File: src/rtl/mealy_pkg.sv
// mealy_pkg: shared state encoding and next-state rule for the A/B/C/D Mealy machine.
package mealy_pkg;

    typedef enum logic [1:0] {
        ST_A = 2'b00,
        ST_B = 2'b01,
        ST_C = 2'b10,
        ST_D = 2'b11
    } state_t;

    localparam state_t MEALY_RESET_STATE = ST_A;

    function automatic state_t mealy_next(state_t s, logic in);
        if (in)
            return (s == ST_C) ? ST_B : ST_A;
        return (s == ST_A) ? ST_B : (s == ST_B) ? ST_C : ST_D;
    endfunction

endpackage

File: src/rtl/mealy_dwell_counter.sv
// mealy_dwell_counter: saturating count of clocks since the watched state last changed.
module mealy_dwell_counter #(
    parameter int MAX = 15
) (
    input  logic clk,
    input  logic reset_n,
    input  logic restart,
    output logic stuck
);
    localparam int W = $clog2(MAX + 1);

    logic [W-1:0] cnt_q, cnt_d;

    always_comb begin
        cnt_d = restart ? '0 : (cnt_q == W'(MAX)) ? cnt_q : cnt_q + W'(1);
    end

    always_ff @(posedge clk) begin
        if (!reset_n)
            cnt_q <= '0;
        else
            cnt_q <= cnt_d;
    end

    assign stuck = (cnt_q == W'(MAX));

endmodule

File: src/rtl/mealy_state_seq.sv
// mealy_state_seq: state register of the A/B/C/D Mealy machine with load, change counter and visited flags.
// Define MEALY_SEQ_DWELL_EN to build the dwell watchdog behind `stuck`.
module mealy_state_seq
    import mealy_pkg::*;
#(
    parameter int CNT_W     = 8,
    parameter int DWELL_MAX = 15
) (
    input  logic             clk,
    input  logic             reset_n,
    input  logic             en,
    input  logic             in,
    input  logic             load,
    input  logic [1:0]       load_state,
    input  logic             clr,
    output logic [1:0]       state,
    output logic [1:0]       prev_state,
    output logic             changed,
    output logic [CNT_W-1:0] trans_cnt,
    output logic             cnt_wrap,
    output logic [3:0]       visited,
    output logic             stuck
);
    state_t           state_q, state_d, prev_q, prev_d, nxt;
    logic             changed_q, changed_d, wrap_q, wrap_d, step, inc;
    logic [CNT_W-1:0] cnt_q, cnt_d;
    logic [3:0]       vis_q, vis_d;

    always_comb begin
        nxt       = mealy_next(state_q, in);
        step      = en & ~load;
        inc       = step & (nxt != state_q);
        state_d   = load ? state_t'(load_state) : step ? nxt : state_q;
        prev_d    = (load | en) ? state_q : prev_q;
        changed_d = inc;
        cnt_d     = clr ? CNT_W'(inc) : cnt_q + CNT_W'(inc);
        wrap_d    = inc & ~clr & (&cnt_q);
        // The current state is always a member of visited, so clr can simply rebuild from it.
        vis_d     = (clr ? 4'b0000 : vis_q) | (4'b0001 << state_d);
    end

    always_ff @(posedge clk) begin
        if (!reset_n) begin
            state_q   <= MEALY_RESET_STATE;
            prev_q    <= MEALY_RESET_STATE;
            changed_q <= 1'b0;
            cnt_q     <= '0;
            wrap_q    <= 1'b0;
            vis_q     <= 4'b0001;
        end else begin
            state_q   <= state_d;
            prev_q    <= prev_d;
            changed_q <= changed_d;
            cnt_q     <= cnt_d;
            wrap_q    <= wrap_d;
            vis_q     <= vis_d;
        end
    end

    assign state      = state_q;
    assign prev_state = prev_q;
    assign changed    = changed_q;
    assign trans_cnt  = cnt_q;
    assign cnt_wrap   = wrap_q;
    assign visited    = vis_q;

`ifdef MEALY_SEQ_DWELL_EN
    logic dwell_restart;

    assign dwell_restart = load | (state_d != state_q);

    mealy_dwell_counter #(.MAX(DWELL_MAX)) u_dwell (
        .clk     (clk),
        .reset_n (reset_n),
        .restart (dwell_restart),
        .stuck   (stuck)
    );
`else
    logic unused_dwell_max;

    assign unused_dwell_max = ^DWELL_MAX;
    assign stuck            = 1'b0;
`endif

endmodule

File: config.mk
export PLATFORM = sky130hd
export DESIGN_NAME = mealy_state_seq
export DESIGN_NICKNAME = d
export VERILOG_FILES = /design/src/rtl/mealy_pkg.sv /design/src/rtl/mealy_dwell_counter.sv /design/src/rtl/mealy_state_seq.sv
export SDC_FILE = /design/constraint.sdc
export NUM_CORES = 1
export LEC_CHECK = 0
export ABC_AREA = 0
export CORE_MARGIN = 4
export CORE_UTILIZATION = 43
export DETAILED_ROUTE_END_ITERATION = 10
export PLACE_DENSITY = 0.77
export SLEW_MARGIN = 20
export SYNTH_ARGS = -nofsm -noshare
export SYNTH_HDL_FRONTEND = slang
export SYNTH_SLANG_ARGS = --single-unit
File: constraint.sdc
create_clock -name clk -period 2.3 [get_ports clk]
set_clock_uncertainty 0.2 [all_clocks]
set_input_delay 0.69 -clock clk [delete_from_list [all_inputs] [get_ports clk]]
set_output_delay 0.69 -clock clk [all_outputs]
set_load 0.01 [all_outputs]
==> results of run 1 <==
stage by stage:
stage | util [%] | hold slack (ps)
after detailed placement | 62.9 | 251
after global routing | 65.4 | 288
final | 65.4 | 266
after floorplan | - | 276
after global placement | 62.9 | 241
after CTS | 65.0 | 267
synth_stat cells:
library cell  count
a21oi_2           1
dfxtp_1          18
o21ai_0           5
nor2_1            9
nor3_2            1
o221a_2           1
nand2_1           9
a21oi_1           4
xnor2_1           1
a21o_1            1
o31ai_4           1
mux2i_1           1
nand3_1           7
conb_1            1
a31o_1            1
and3_2            1
and4_1            1
nand4_1           1
inv_1             3
and2_1            2
ha_1              2
and3_1            2
nand2b_2          1
buf_4             3
o21ai_2           1
a32o_1            1
xor2_1            5
nor2b_1           1
flip-flops by register name (all words and copies together), names as in the netlist:
signal,flops
trans_cnt,8
visited,4
prev_state,2
state,2
changed,1
cnt_wrap,1
how the worst min path moves through the flow:
stage	to	slack, ps	depth (start not counted)
floorplan	prev_state[0]	280	2
global placement	prev_state[1]	240	2
detailed placement	prev_state[0]	250	2
CTS	prev_state[0]	270	2
global route	prev_state[0]	290	2
finish	prev_state[0]	270	2
what timing repair did:
| action | CTS | global route |
|---|---|---|
| gates resized for setup | 0 | 3 |
| endpoints found under the setup margin | 0 | 3 |
| buffers inserted | 0 | 0 |
| hold endpoints to repair | 0 | 0 |
power groups by stage:
stage	logic [mW]	clock network, mW	registers (mW)
after floorplan	0.0401	0	0.342
after global placement	0.0909	0	0.338
after detailed placement	0.0928	0	0.338
after CTS	0.0933	0.195	0.331
after global routing	0.101	0.211	0.333
final	0.0926	0.187	0.332
final cells by class:
type | count | area (um^2) | share of cell area (%)
inverters | 3 | 11.3 | 0.998
repair buffers | 31 | 295 | 26.2
clock buffers | 4 | 36.3 | 3.22
well taps | 25 | 31.3 | 2.77
flip-flops and latches | 18 | 362 | 32.0
multi-input cells | 61 | 393 | 34.8
kinds of logic (layout without fill, tap and decap cells):
family	after synthesis	in the layout	synth area share [%]
xor gates and xnor gates	6	6	6.72
muxes	1	1	1.28
AOI/OAI and AO/OA	16	16	15.5
and+or+nand+nor	35	35	22.4
other	1	1	0.480
adders and majority gates	2	2	3.20
DFF	18	18	46.1
buffers and inverters	6	38	4.32
routing by layer:
metal | GRT usage [%] | part of all wire (%)
met4 | 2.69 | 0.50
met2 | 23.0 | 47
met1 | 15.1 | 46
met5 | 0 | 0
met3 | 4.15 | 6.0
==> summary.txt, run 1 <==
Detailed routing
  – DRC: 0
  – Via count: 684
  – Vias per inst: 4.82
  – Drt wl/cell: 11.2 um
  – Antenna viol nets, final: 0
  – TritonRoute pass-1 iters: 4
  – Routed WL: 1590 um
  – DR iter-0 viols: 11

Clock network
  – CTS Sinks: 18
  – Post-CTS Hold Fix Bufs: 0
  – Later-pin clock latency in the skew report: 280 ps
  – Clock Path Buffers: 2
  – CTS tree: done
  – Htree depth: 1
  – Root buffer cell: clkbuf_4
  – CTS buffer count: 3
  – Clock Pin Slew Worst Setup and Hold Paths: 100 ps

Floorplanning
  – Row count: 15
  – Placeable Area: approximately 1700 um^2
  – Die area: 2560 um^2
  – Die width: ~50 um
  – Initial Utilization: a little under half
  – IO Pins: 27
  – Chip Height: 50.6 um

Critical path
  – WP data required: 1410 ps
  – CP top delay family: buffers and inverters
  – Crit path buf inv count: 1
  – Cell Chain, Critical Path: clkdlybuf4s50_1
  – R2R setup slack: roughly 510 ps
  – Critical R2R Capture: trans_cnt[4]
  – Worst path depth: 1
  – CP max stage delay: 580 ps
  – Crit path launch type: register
  – Crit Reg-Reg Startpoint: state[0]
  – CP Data Arrival Time: 1310 ps
  – Critical path startpoint: state[1]
  – Path depth of the worst reg2reg path: 7
  – Kind of critical path: register to primary output
  – Worst Setup EP: state[1]
  – Critical-path top delay cell: clkdlybuf4s50_1
  – Critical Path Fanout Max: 6
  – Crit. End Element: primary output

STA
  – Final-report hold violation count: 0
  – Endpoints failing setup: 0
  – Max Slew Vio Count: 0
  – Setup slack after layout: 101 ps
  – Final TNS setup: 0 ps
  – Fmax: 455 MHz
  – Crit share post-route: 95.6%
  – Minimum clock period: 2200 ps
  – RSZ-0062 raised after global routing: no

Power and ir drop
  – VDD IR max: 0.000370 V
  – P_int: 0.470 mW
  – Pwr Density: 541 nW/um^2
  – Clk pwr share: 30.6%
  – Leakage power: between 0.4 and 0.5 nW
  – Sw frac: 23.1%
  – Comb pwr share: approximately 15%
  – Switching power: ~0.14 mW
  – Design Power: 0.611 mW
  – Seq pwr share: 54.3%

Placed design
  – Placed Instances: 138
  – Post-DP HPWL: 1260 um
  – Placed Area: 1090 um^2
  – Dpl ws: -262 ps
  – GP Congestion: 0.752
  – Port buffer count: 25

Hold path
  – Hold path start: prev_state[0]
  – Worst hold path class: register to register

Synth
  – Synth Cell Area: 782 um^2
  – Sequential element share of the synthesized area: 46.1%
  – Post-synth cell types: 28
  – Post-Syn Instances: 85
  – Synth Register Bits: 18
  – Leading area contributor after synthesis: dfxtp_1
  – Mapped Avg Cell Area: 9.20 um^2
  – Syn. warnings: 0
  – Syn nets: 95
  – Top cells by area, synth: dfxtp_1 (46%), xor2_1 (5.6%), nand3_1 (4.5%)
  – Yosys top cell area share: a little under half

GRT
  – First-pass GRT wire length: 2640 um
  – Largest net degree at the start of global routing: 11
  – Vias in the first global route: 642
  – GRT overflow: 0
  – Total Routing Usage GR: 13.0%
  – Initial antenna violation count: 0

Finish
  – Most frequent cells in the layout: clkdlybuf4s50_1 (25), dfxtp_1 (17), nand2_1 (9), nor2_1 (9), nand3_1 (7)
  – Fin area: 1130 um^2
  – Fill cells: between 150 and 200
  – Layout cells sized above 1: 17.1%
  – Non-filler instance count after layout: about 140
  – Commonest non-fill, non-tap cell in the layout: clkdlybuf4s50_1
  – Antenna fix cells: 0
  – Final nets: 128
  – Syn-to-layout area delta: 44.3%

Run status
  – Status: finished, final reports clean

Flow run
  – Max-Cap Viols: 0
No activity file was read; power rests on OpenSTA's default activity.
==> run 2, diff against run 1 <==
--- a/config.mk
+++ b/config.mk
@@ -6,6 +6,7 @@
 export NUM_CORES = 1
 export LEC_CHECK = 0
 export ABC_AREA = 0
+export ABC_CLOCK_PERIOD_IN_PS = 2300
 export CORE_MARGIN = 4
 export CORE_UTILIZATION = 43
 export DETAILED_ROUTE_END_ITERATION = 10
@@ -13,4 +14,5 @@
 export SLEW_MARGIN = 20
 export SYNTH_ARGS = -nofsm -noshare
 export SYNTH_HDL_FRONTEND = slang
+export SYNTH_HIERARCHICAL = 1
 export SYNTH_SLANG_ARGS = --single-unit
==> results of run 2 <==
Same layout as run 1: the final DEF is identical, and so are final timing and power.
Main changes from that run: Yosys warning count 0 -> 6
==> run 3, diff against run 2 <==
--- a/config.mk
+++ b/config.mk
@@ -10,6 +10,7 @@
 export CORE_MARGIN = 4
 export CORE_UTILIZATION = 43
 export DETAILED_ROUTE_END_ITERATION = 10
+export HOLD_SLACK_MARGIN = 0.02
 export PLACE_DENSITY = 0.77
 export SLEW_MARGIN = 20
 export SYNTH_ARGS = -nofsm -noshare
==> results of run 3 <==
Same layout as run 1: the final DEF is identical, and so are final timing and power.
Main changes from that run: Yosys warning count 0 -> 6
==> RTL edit 1: new RTL, flow settings as in run 1 <==
Make the reset (`reset_n`) asynchronous in one clocked block.
--- a/src/rtl/mealy_state_seq.sv
+++ b/src/rtl/mealy_state_seq.sv
@@ -41,3 +41,3 @@
 
-    always_ff @(posedge clk) begin
+    always_ff @(posedge clk or negedge reset_n) begin
         if (!reset_n) begin
Formal check against the unedited RTL: differs if reset_n is asserted again (counterexample within 4 cycles, from zero or initial values and one cycle with reset_n low); with reset_n held inactive, the same outputs for 10 cycles.
==> RTL edit 1 against run 1 <==
Fmax fell by 0.91%. Area after synthesis rose by 2.4%. Routed wire length increased by 6.1%. Power grew 14%. Global-route usage up 2.0 points. Count of clock-buffer cells in the layout unchanged. Core utilization is 1.7 points higher. Sequential cell count did not move. Worst setup slack got worse by 20 ps. Cell area increased by 3.7%. Critical path type unchanged. Largest cell class is now sequential cells. Largest power group unchanged.
==> RTL edit 1: results (changes against run 1) <==
| Metric | Value |
|---|---|
| Multi-input comb cells | 46 (was 61) |
| First-pass GRT wire length | 2890 µm (was 2640 µm) |
| Routability congestion estimate | 0.766 (was 0.752) |
| Hold endpoint | visited[0]$_DFF_PN1_ (was prev_state[0]$_SDFFE_PN0P_) |
| Static leakage | 0.532 nW (was 0.440 nW) |
| Largest net degree at the start of global routing | 19 (was 11) |
| Vias per inst | 4.90 (was 4.82) |
| HPWL after DPL | 1310 µm (was 1260 µm) |
| FFs w/ async S/R, synth | 100% (was 0%) |
| Non-clock buffer count in the final layout | 32 (was 31) |
| Total Routing Usage GR | 15.0% (was 13.0%) |
| 1st-pass router iterations | 5 (was 4) |
| VDD IR max | 352 µV (was 370 µV) |
| XOR/XNOR share of the synthesized area | 6.56% (was 6.72%) |
| Crit path from | trans_cnt[2]$_DFF_PN0_ (was state[1]$_SDFF_PN0_) |
| Dominant cells by area after synthesis | dfrtp_1, xor2_1, nor2_1, dfstp_2, and4_1 (was dfxtp_1, xor2_1, nand3_1, nand2_1, nor2_1) |
| Multi-input logic area | 330 µm² (was 393 µm²) |
| Power drawn by the clock network | 0.191 mW (was 0.187 mW) |
| FF-to-FF setup slack | 400 ps (was 510 ps) |
| # resized after CTS | 1 (was 0) |
| Setup Fix Bufs, Post-CTS | 1 (was 0) |
| Synth top area share | 53.1% (was 46.1%) |
| Nets@finish | 114 (was 128) |
| Worst hold slack | 297 ps (was 266 ps) |
| Comb pwr | 0.142 mW (was 0.0926 mW) |
| Sequential fraction of total cell area | 38.7% (was 32.0%) |
| Post-Synth Adder-Cell Area | 3.13% (was 3.20%) |
| Status | complete, no violations (unchanged) |
| Ys flop type | dfrtp_1 (was dfxtp_1) |
| Net switching power | 0.172 mW (was 0.141 mW) |
| Final Total Pwr | 0.694 mW (was 0.611 mW) |
| CP Capture Point | trans_cnt[2] (was state[1]) |
| Worst Reg-to-Reg Cells | 8 (was 7) |
| Worst hold stages | 1 (was 2) |
| WL/cell | 13.2 µm (was 11.2 µm) |
| Num sequential | 18 (unchanged) |
RTL edit 1: cell count changes after synthesis, moves of 2 or more:
cell	before	now
a21oi_1	4	2
a22o_1	0	2
and2_1	2	0
and4_1	1	3
buf_4	3	1
dfrtp_1	0	17
dfxtp_1	18	0
mux2_1	0	2
nand2_1	9	3
nand3_1	7	3
o21ai_0	5	0
o2bb2ai_1	0	2
RTL edit 1: layer usage:
layer / track usage [%] / up-vias / share of wire, %
met5: 0 / - / 0
met2: 26.0 / 16 / 52
met3: 5.25 / 4 / 5.5
met4: 5.83 / 0 / 1.3
met1: 16.7 / 303 / 42
li1: - / 304 / -
RTL edit 1: through the flow:
stage          TNS, ps  instance area (µm²)  setup slack, ps  instances
2_1_floorplan        0                  801              226         69
3_3_place_gp     -1480                 1110             -260        123
3_5_place_dp     -2110                 1110             -355        123
4_1_cts              0                 1160             21.2        128
5_1_grt              0                 1170             13.6        128
6_report             0                 1170             80.5        128
==> RTL edit 2: new RTL, config.mk and constraints of run 1 <==
Without the edit above. Change the parameter `CNT_W` from 8 to 10.
--- a/src/rtl/mealy_state_seq.sv
+++ b/src/rtl/mealy_state_seq.sv
@@ -5,3 +5,3 @@
 #(
-    parameter int CNT_W     = 8,
+    parameter int CNT_W     = 10,
     parameter int DWELL_MAX = 15
Ports: changed (resized trans_cnt); port bits go from 27 to 29. No check against the original RTL was run, so the function may have changed too.
==> RTL edit 2 against run 1 <==
Routed wire length increased by 21%. Power increased by 8.6%. Global-route usage increased by 2.6 points. Sequential cell count increased by 2. Cell area increased by 14%. Area after synthesis increased by 12%. Combinational power increased by 4.9%. Worst setup slack got worse by 30 ps. Critical path type unchanged. Largest cell class unchanged. Largest power group unchanged.
==> RTL edit 2: results (changes against run 1) <==
| Metric | Value |
|---|---|
| Status | complete, no violations (unchanged) |
| CP Capture Point | trans_cnt[2] (was state[1]) |
| # resized after CTS | 3 (was 0) |
| VDD IR max | 418 µV (was 370 µV) |
| Worst Reg-to-Reg Cells | 7 (unchanged) |
| Sequential fraction of the synthesis area | 45.8% (was 46.1%) |
| Post-synth top cells | dfxtp_1, nor2_1, nand2_1, xor2_1, o21ai_0 (was dfxtp_1, nand2_1, nor2_1) |
| Met1 Use GR | 17.7% (was 15.1%) |
| Syn Nets | 103 (was 95) |
| FF-to-FF setup slack | 380 ps (was 510 ps) |
| Total Routing Usage GR | 15.6% (was 13.0%) |
| Hold endpoint | prev_state[1]$_SDFFE_PN0P_ (was prev_state[0]$_SDFFE_PN0P_) |
| Vias in the first global route | 786 (was 642) |
| Mux share of post-synthesis cell area | 1.15% (was 1.28%) |
| Global Route met3 Usage | 2.54% (was 4.15%) |
| Worst hold stages | 2 (unchanged) |
| Top layer used by detailed routing | met3 (was met4) |
| Port buffer count | 27 (was 25) |
| Crit path from | trans_cnt[2]$_SDFF_PP0_ (was state[1]$_SDFF_PN0_) |
| Vias per inst | 4.96 (was 4.82) |
| Power drawn by the clock network | 0.199 mW (was 0.187 mW) |
| Largest net degree at the start of global routing | 12 (was 11) |
| Critical Path AT | 1340 ps (was 1310 ps) |
| First-pass GRT wire length | 3250 µm (was 2640 µm) |
| Post-Synth Adder-Cell Area | 2.87% (was 3.20%) |
| 1st-pass router iterations | 4 (unchanged) |
| Worst R2R End | trans_cnt[8]$_SDFF_PP0_ (was trans_cnt[4]$_SDFF_PP0_) |
| Layout cells sized above 1 | 15.3% (was 17.1%) |
| Power Internal | 0.510 mW (was 0.470 mW) |
| Final worst slack | 71.0 ps (was 101 ps) |
| Main power group | sequential cells (unchanged) |
| Hold/Removal Path Class | reg2reg (unchanged) |
| Dominant cells by area after synthesis | dfxtp_1, xor2_1, nor2_1, a2111oi_4, nand2_1 (was dfxtp_1, xor2_1, nand3_1, nand2_1, nor2_1) |
| Crit-path max FO | 7 (was 6) |
| Unique masters post-synth | 29 (was 28) |
| Routability congestion estimate | 0.710 (was 0.752) |
| Final WL | 1920 µm (was 1590 µm) |
| Nets@finish | 142 (was 128) |
| Met2 Resource Use GR | 28.5% (was 23.0%) |
| Max reg flops | 10 (was 8) |
| HPWL after DPL | 1520 µm (was 1260 µm) |
| DRT met1 WL | 814 µm (was 733 µm) |
| XOR/XNOR share of the synthesized area | 8.02% (was 6.72%) |
| FFs w/ async S/R, synth | 0% (unchanged) |
| DR iter-0 viols | 6 (was 11) |
| Routed met2 length | 1000 µm (was 748 µm) |
| Setup slack at placement | -538 ps (was -262 ps) |
| Sequential power | 0.368 mW (was 0.332 mW) |
| Synth Area in Compound Gates | 14.0% (was 15.5%) |
| Static leakage | 0.507 nW (was 0.440 nW) |
| Worst hold slack | 277 ps (was 266 ps) |
| Hold path startpoint | prev_state[1]$_SDFFE_PN0P_ (was prev_state[0]$_SDFFE_PN0P_) |
| Worst R2R Start | state[1]$_SDFF_PN0_ (was state[0]$_SDFF_PN0_) |
[RTL edit 2: changes by cell type after synthesis, moves of 2 or more]
cell and delta:
buf_4 -2, xor2_1 +2, nor2b_1 +2, nand3_1 -3, a21boi_0 +3, a21oi_1 -2, and4_1 +2, nand4_1 +2
nand2_1 -2, dfxtp_1 +2
[RTL edit 2: through the flow]
stage / setup TNS [ps] / cell area [µm²] / cells
2_1_floorplan: 0 / 878 / 93
3_3_place_gp: -4030 / 1230 / 153
3_5_place_dp: -4700 / 1230 / 153
4_1_cts: 0 / 1280 / 157
5_1_grt: -21.6 / 1280 / 158
6_report: 0 / 1280 / 158
[RTL edit 2: final cells by class]
cell class / instances / area (µm²)
fillers: 184 / 657
multi-input cells: 67 / 462
repair buffers: 36 / 337
inverters: 4 / 15.0
clock buffers: 4 / 36.3
well taps: 27 / 33.8
flip-flops and latches: 20 / 402
